### src/rtl/arith_request_sequencer.sv
// arith_request_sequencer: issues tagged commands to the fire-and-forget
// arithmetic host and collects its in-order results into a response FIFO.
// A command is admitted only when a response slot is already reserved for
// every operation in flight, because the host cannot be stalled.
module arith_request_sequencer #(
  parameter int RSP_DEPTH = 8,
  parameter int TAG_W     = 4,
  parameter int TIMEOUT   = 15
) (
  input  logic             clk,
  input  logic             rst_n,
  input  logic             cmd_valid,
  output logic             cmd_ready,
  input  logic [15:0]      cmd_a,
  input  logic [15:0]      cmd_b,
  input  logic [1:0]       cmd_op,
  input  logic [TAG_W-1:0] cmd_tag,
  output logic [15:0]      host_a,
  output logic [15:0]      host_b,
  output logic [1:0]       host_op,
  output logic             host_valid,
  input  logic [15:0]      host_res,
  input  logic             host_res_valid,
  output logic             rsp_valid,
  input  logic             rsp_ready,
  output logic [15:0]      rsp_data,
  output logic [TAG_W-1:0] rsp_tag,
  output logic [4:0]       inflight,
  output logic             err_orphan,
  output logic             err_timeout
);

  localparam int PW  = $clog2(RSP_DEPTH);
  localparam int CW  = PW + 1;
  localparam int CW1 = CW + 1;
  localparam int WW  = $clog2(TIMEOUT + 1);
  localparam logic [CW:0]   DEPTH_C   = CW1'(RSP_DEPTH);
  localparam logic [WW-1:0] TIMEOUT_C = WW'(TIMEOUT);

  // Issue registers towards the host
  logic [15:0] host_a_reg;
  logic [15:0] host_b_reg;
  logic [1:0]  host_op_reg;
  logic        host_valid_reg;

  // Tag queue: tags of issued commands awaiting their results
  logic [TAG_W-1:0] tag_mem [RSP_DEPTH];
  logic [PW-1:0]    tq_wr_ptr_reg;
  logic [PW-1:0]    tq_rd_ptr_reg;

  // Response FIFO storage and pointers
  logic [15:0]      rsp_dmem [RSP_DEPTH];
  logic [TAG_W-1:0] rsp_tmem [RSP_DEPTH];
  logic [PW-1:0]    rf_wr_ptr_reg;
  logic [PW-1:0]    rf_rd_ptr_reg;

  logic [CW-1:0] fifo_count_reg, fifo_count_next;
  logic [CW-1:0] inflight_reg, inflight_next;
  logic [WW-1:0] wd_reg, wd_next;
  logic          err_orphan_reg;
  logic          err_timeout_reg;

  logic [CW:0]      credit_used;
  logic             accept;
  logic             has_inflight;
  logic             ret_ok;
  logic             orphan;
  logic             pop;
  logic [TAG_W-1:0] popped_tag;

  // Credit: every in-flight op plus every buffered response holds one slot
  always_comb begin
    credit_used = {1'b0, fifo_count_reg} + {1'b0, inflight_reg};
  end

  assign cmd_ready    = credit_used < DEPTH_C;
  assign accept       = cmd_valid && cmd_ready;
  assign has_inflight = inflight_reg != '0;
  assign ret_ok       = host_res_valid && has_inflight;
  assign orphan       = host_res_valid && !has_inflight;
  assign rsp_valid    = fifo_count_reg != '0;
  assign pop          = rsp_valid && rsp_ready;
  assign popped_tag   = tag_mem[tq_rd_ptr_reg];

  // Output image of the state; an empty FIFO shows zeros
  assign host_a      = host_a_reg;
  assign host_b      = host_b_reg;
  assign host_op     = host_op_reg;
  assign host_valid  = host_valid_reg;
  assign rsp_data    = rsp_valid ? rsp_dmem[rf_rd_ptr_reg] : '0;
  assign rsp_tag     = rsp_valid ? rsp_tmem[rf_rd_ptr_reg] : '0;
  assign inflight    = 5'(inflight_reg);
  assign err_orphan  = err_orphan_reg;
  assign err_timeout = err_timeout_reg;

  // Occupancy bookkeeping; simultaneous inc/dec cancel out
  always_comb begin
    inflight_next   = inflight_reg;
    fifo_count_next = fifo_count_reg;
    case ({accept, ret_ok})
      2'b10:   inflight_next = inflight_reg + CW'(1);
      2'b01:   inflight_next = inflight_reg - CW'(1);
      default: inflight_next = inflight_reg;
    endcase
    case ({ret_ok, pop})
      2'b10:   fifo_count_next = fifo_count_reg + CW'(1);
      2'b01:   fifo_count_next = fifo_count_reg - CW'(1);
      default: fifo_count_next = fifo_count_reg;
    endcase
  end

  // Watchdog: counts result-less cycles while work is outstanding, saturating
  always_comb begin
    wd_next = wd_reg;
    if (host_res_valid || !has_inflight) begin
      wd_next = '0;
    end else if (wd_reg != TIMEOUT_C) begin
      wd_next = wd_reg + WW'(1);
    end
  end

  // Storage writes: tag on accept, result+tag on a matched return
  always_ff @(posedge clk) begin
    if (accept) begin
      tag_mem[tq_wr_ptr_reg] <= cmd_tag;
    end
    if (ret_ok) begin
      rsp_dmem[rf_wr_ptr_reg] <= host_res;
      rsp_tmem[rf_wr_ptr_reg] <= popped_tag;
    end
  end

  // Control state, issue registers and sticky error flags
  always_ff @(posedge clk or negedge rst_n) begin
    if (!rst_n) begin
      host_a_reg      <= '0;
      host_b_reg      <= '0;
      host_op_reg     <= '0;
      host_valid_reg  <= 1'b0;
      tq_wr_ptr_reg   <= '0;
      tq_rd_ptr_reg   <= '0;
      rf_wr_ptr_reg   <= '0;
      rf_rd_ptr_reg   <= '0;
      fifo_count_reg  <= '0;
      inflight_reg    <= '0;
      wd_reg          <= '0;
      err_orphan_reg  <= 1'b0;
      err_timeout_reg <= 1'b0;
    end else begin
      host_valid_reg <= accept;
      if (accept) begin
        host_a_reg    <= cmd_a;
        host_b_reg    <= cmd_b;
        host_op_reg   <= cmd_op;
        tq_wr_ptr_reg <= tq_wr_ptr_reg + PW'(1);
      end
      if (ret_ok) begin
        tq_rd_ptr_reg <= tq_rd_ptr_reg + PW'(1);
        rf_wr_ptr_reg <= rf_wr_ptr_reg + PW'(1);
      end
      if (pop) begin
        rf_rd_ptr_reg <= rf_rd_ptr_reg + PW'(1);
      end
      fifo_count_reg <= fifo_count_next;
      inflight_reg   <= inflight_next;
      wd_reg         <= wd_next;
      if (orphan) begin
        err_orphan_reg <= 1'b1;
      end
      if (wd_next == TIMEOUT_C) begin
        err_timeout_reg <= 1'b1;
      end
    end
  end

endmodule

### config.mk
export PLATFORM = sky130hd
export DESIGN_NAME = arith_request_sequencer
export DESIGN_NICKNAME = d
export VERILOG_FILES = /design/src/rtl/arith_request_sequencer.sv
export SDC_FILE = /design/constraint.sdc
export NUM_CORES = 1
export LEC_CHECK = 0
export ABC_CLOCK_PERIOD_IN_PS = 3800
export CORE_MARGIN = 1.5
export CORE_UTILIZATION = 55
export CTS_CLUSTER_DIAMETER = 40
export DETAILED_ROUTE_END_ITERATION = 16
export PLACE_DENSITY = 0.81
export SYNTH_ARGS = -nofsm -noshare
export SYNTH_HDL_FRONTEND = slang
export SYNTH_SLANG_ARGS = --single-unit
### constraint.sdc
create_clock -name clk -period 3.8 [get_ports clk]
set_clock_uncertainty 0.1 [all_clocks]
set_input_delay 0.95 -clock clk [delete_from_list [all_inputs] [get_ports clk]]
set_output_delay 0.95 -clock clk [all_outputs]
set_load 0.01 [all_outputs]
==> impl_metrics.csv, run 1 <==
group,metric,value,unit
detailed_routing,wl_met2,10500,microns
synthesis,yosysTopAreaCellShare,57.3,%
die,die_w,138,microns
detailed_routing,via_per_inst,5.76,
clock_tree,cts_buffers,34,
worst_setup_path,crit_path_cell_trace,"buf_12 > mux4_2 > mux2i_2 > nor2_1 > clkdlybuf4s50_1",
cells_and_area,layout_commonest_cell,"edfxtp_1",
detailed_routing,wl,20200,microns
synthesis,synth_edf_count,192,
clock_tree,root_buffer,"clkbuf_16",
sta,hold_violations,0,
global_routing,first_global_vias,6018,
synthesis,synth_compound_area_share,1.38,%
sta,relSlewSlack,46.0,%
synthesis,synth-seq-cells,253,
worst_setup_path,crit_arrival,2640,ps
global_routing,grt_pass1_wl,32400,microns
placed_design,place_congestion,0.743,
clock_tree,clkTransAtPathRegs,60,ps
worst_setup_path,critPathKind,"reg2out",
sta,tightest_slew,810,ps
cells_and_area,drive_above_1_share,24.5,%
outcome,status,"finished, final reports clean",
die,core-area,18000,sq um
synthesis,ys_async_sr_fraction,24.1,%
sta,fmax,0.271,GHz
die,rows,49,
cells_and_area,largest_reg_flops,128,
synthesis,synth_area_leader_cell,"edfxtp_1",
synthesis,synthAdderAreaFrac,1.94,%
cells_and_area,finish.net_count,752,
sta,rsz0062_at_grt,"true",
sta,finalCritPeriodShare,97.0,%
synthesis,synth_top_family_by_area,"multiplexers",
synthesis,yosysWarningCount,0,
clock_tree,h-tree-depth,2,
synthesis,synthXorXnorAreaFrac,1.39,%
synthesis,avgSynthCellArea,19.1,sq um
cells_and_area,antenna_cells,0,
detailed_routing,highest_layer,"met4",
die,die_h,138,microns
flow_run,maxCapViolations,0,
sta,setup_viol,0,
placed_design,placement.io_buffers,121,
power,power_density,875,nW/um^2
detailed_routing,wl_met1,7720,microns
synthesis,synth_flop_cell,"edfxtp_1",
detailed_routing,met3_length,1360,microns
clock_tree,cts_sinks,253,
clock_tree,insertion_delay,510,ps
synthesis,synth_seq_area_share,72.4,%
synthesis,synth_area,10100,sq um
die,initial_core_util,56.1,%
worst_setup_path,critical-path-top-delay-family,"buffers and inverters",
synthesis,syn-num-nets,600,
worst_setup_path,cp_max_fo,28,
global_routing,grt_max_degree,39,
worst_setup_path,start_kind,"flip-flop",
placed_design,dp_hpwl,12000,microns
worst_setup_path,required,2750,ps
global_routing,antenna_found_initial,0,
detailed_routing,drt-initial-drc-count,259,
power,leakagePower,4.62,nW
cells_and_area,top_register,"rsp_dmem",
die,top_level_ports,123,
worst_setup_path,crit_buf_inv,2,
clock_tree,postCtsHoldBufs,0,
detailed_routing,route.detailed.drc,0,
worst_setup_path,crit_path_end_kind,"output port",
detailed_routing,num_vias,5368,
worst_setup_path,slowest_delay,540,ps
cells_and_area,syn_to_final_growth,28.0,%
cells_and_area,final_util,71.8,%
cells_and_area,final_cell_mix,"edfxtp_1, clkdlybuf4s50_1, dfrtp_1",
sta,drv_slew,0,
die,die-area,19100,sq um
synthesis,synthDistinctLibCells,41,
cells_and_area,top_regs,"rsp_dmem x128, rsp_tmem x32, tag_mem x32",
sta,tns,0,ps
global_routing,overflow,0,
clock_tree,cts_tree,"yes",
cells_and_area,fill_cells,1071,
sta,min_period,3690,ps
detailed_routing,drt_first_pass_iters,4,
power,peakVddDrop,0.714,mV
detailed_routing,ant_nets,0,
synthesis,postSynthCellCount,526,
worst_setup_path,cpMaxStageDelayCell,"mux4_2",
synthesis,muxShareOfSynthArea,17.5,%
global_routing,grt_usage,22.1,%
detailed_routing,wl_per_cell,21.6,microns
clock_tree,ctsLongestPathBuffers,3,
hold_path,hold_class,"reg2reg",
synthesis,synth.area.top_cells,"edfxtp_1, dfrtp_1, mux4_2, mux2_2, mux2i_1",
synthesis,synth-simple-area-share,3.93,%
-- routing by layer --
metal / vias up / GRT usage, %
met3: 41 / 5.51
met4: 0 / 8.20
met2: 194 / 38.4
met5: - / 0
met1: 2760 / 26.8
li1: 2373 / -
-- through the flow --
stage	setup WS, ps	instances	hold slack, ps	instance area, sq um	power [mW]
after global placement	273	871	344	11700	7.86
final	113	932	357	12900	11.3
after CTS	44.1	932	360	12900	11.4
after floorplan	140	526	357	10100	6.39
after global routing	-15.6	932	389	12900	11.8
after detailed placement	157	871	351	11700	8.05
-- layout make-up --
| type | count | area (sq um) | share of cell area [%] |
|---|---|---|---|
| tap | 229 | 287 | 2.22 |
| timing repair buffer | 140 | 1420 | 11.0 |
| inverter | 7 | 26.3 | 0.204 |
| clock inverter | 18 | 245 | 1.90 |
| multi-input combinational | 242 | 2690 | 20.8 |
| clock buffer | 43 | 936 | 7.26 |
| sequential | 253 | 7290 | 56.6 |
-- power by group --
group | internal, mW | total (mW) | switching, mW
Clock | 2.10 | 3.27 | 1.17
Combinational | 2.12 | 3.83 | 1.71
Sequential | 3.70 | 4.19 | 0.484
Total | 7.92 | 11.3 | 3.37
-- synth_stat cells, types with 5 or more instances --
cell type	count
buf_2	8
clkbuf_1	9
dfrtp_1	61
edfxtp_1	192
ha_1	14
inv_1	7
mux2_1	10
mux2_2	31
mux2i_1	22
mux4_2	48
nand2_1	17
nand2b_1	5
nor2_1	34
nor3_1	8
nor4_1	5
xnor2_1	10
xor2_1	6
-- final timing paths --
kind                       slack (ps)           endpoint         startpoint  cells after the start
hold / removal                    360         err_orphan         err_orphan                      1
setup reg to reg                  750  fifo_count_reg[3]  fifo_count_reg[0]                      9
setup / recovery                  110         rsp_tag[1]   rf_rd_ptr_reg[0]                      5
hold reg to reg                   360         err_orphan         err_orphan                      1
min in group asynchronous         370          host_a[7]              rst_n                      1
max in group asynchronous        2350          host_b[8]              rst_n                      2
-- worst register-to-register path: stages, from the launching register on --
cell and delay [ps]:
dfrtp_1 440, nor4_2 450, inv_1 100, and2_1 250, ha_1 260, ha_1 290, a21o_1 210, a2111oi_0 410
a41oi_1 100, a311o_1 330
-- repair_timing --
action / in CTS / in global routing
gates resized for setup: 1 / 3
setup endpoints to repair: 1 / 3
buffers inserted: 0 / 0
-- logic make-up after synthesis --
| family | count (synthesis) |
|---|---|
| AO/OA/AOI/OAI | 16 |
| XOR/XNOR | 16 |
| adder cells (fa/ha/maj) | 15 |
| buffers and inverters | 31 |
| flip-flops | 253 |
| multiplexers | 111 |
| other | 1 |
| AND/OR/NAND/NOR | 83 |
No activity file was read; power rests on OpenSTA's default activity.
==> run 2, diff against run 1 <==
--- a/config.mk
+++ b/config.mk
@@ -5,6 +5,7 @@
 export SDC_FILE = /design/constraint.sdc
 export NUM_CORES = 1
 export LEC_CHECK = 0
+export ABC_AREA = 0
 export ABC_CLOCK_PERIOD_IN_PS = 3800
 export CORE_MARGIN = 1.5
 export CORE_UTILIZATION = 55
==> results of run 2 <==
Same layout as run 1: the final DEF is identical, and so are final timing and power.
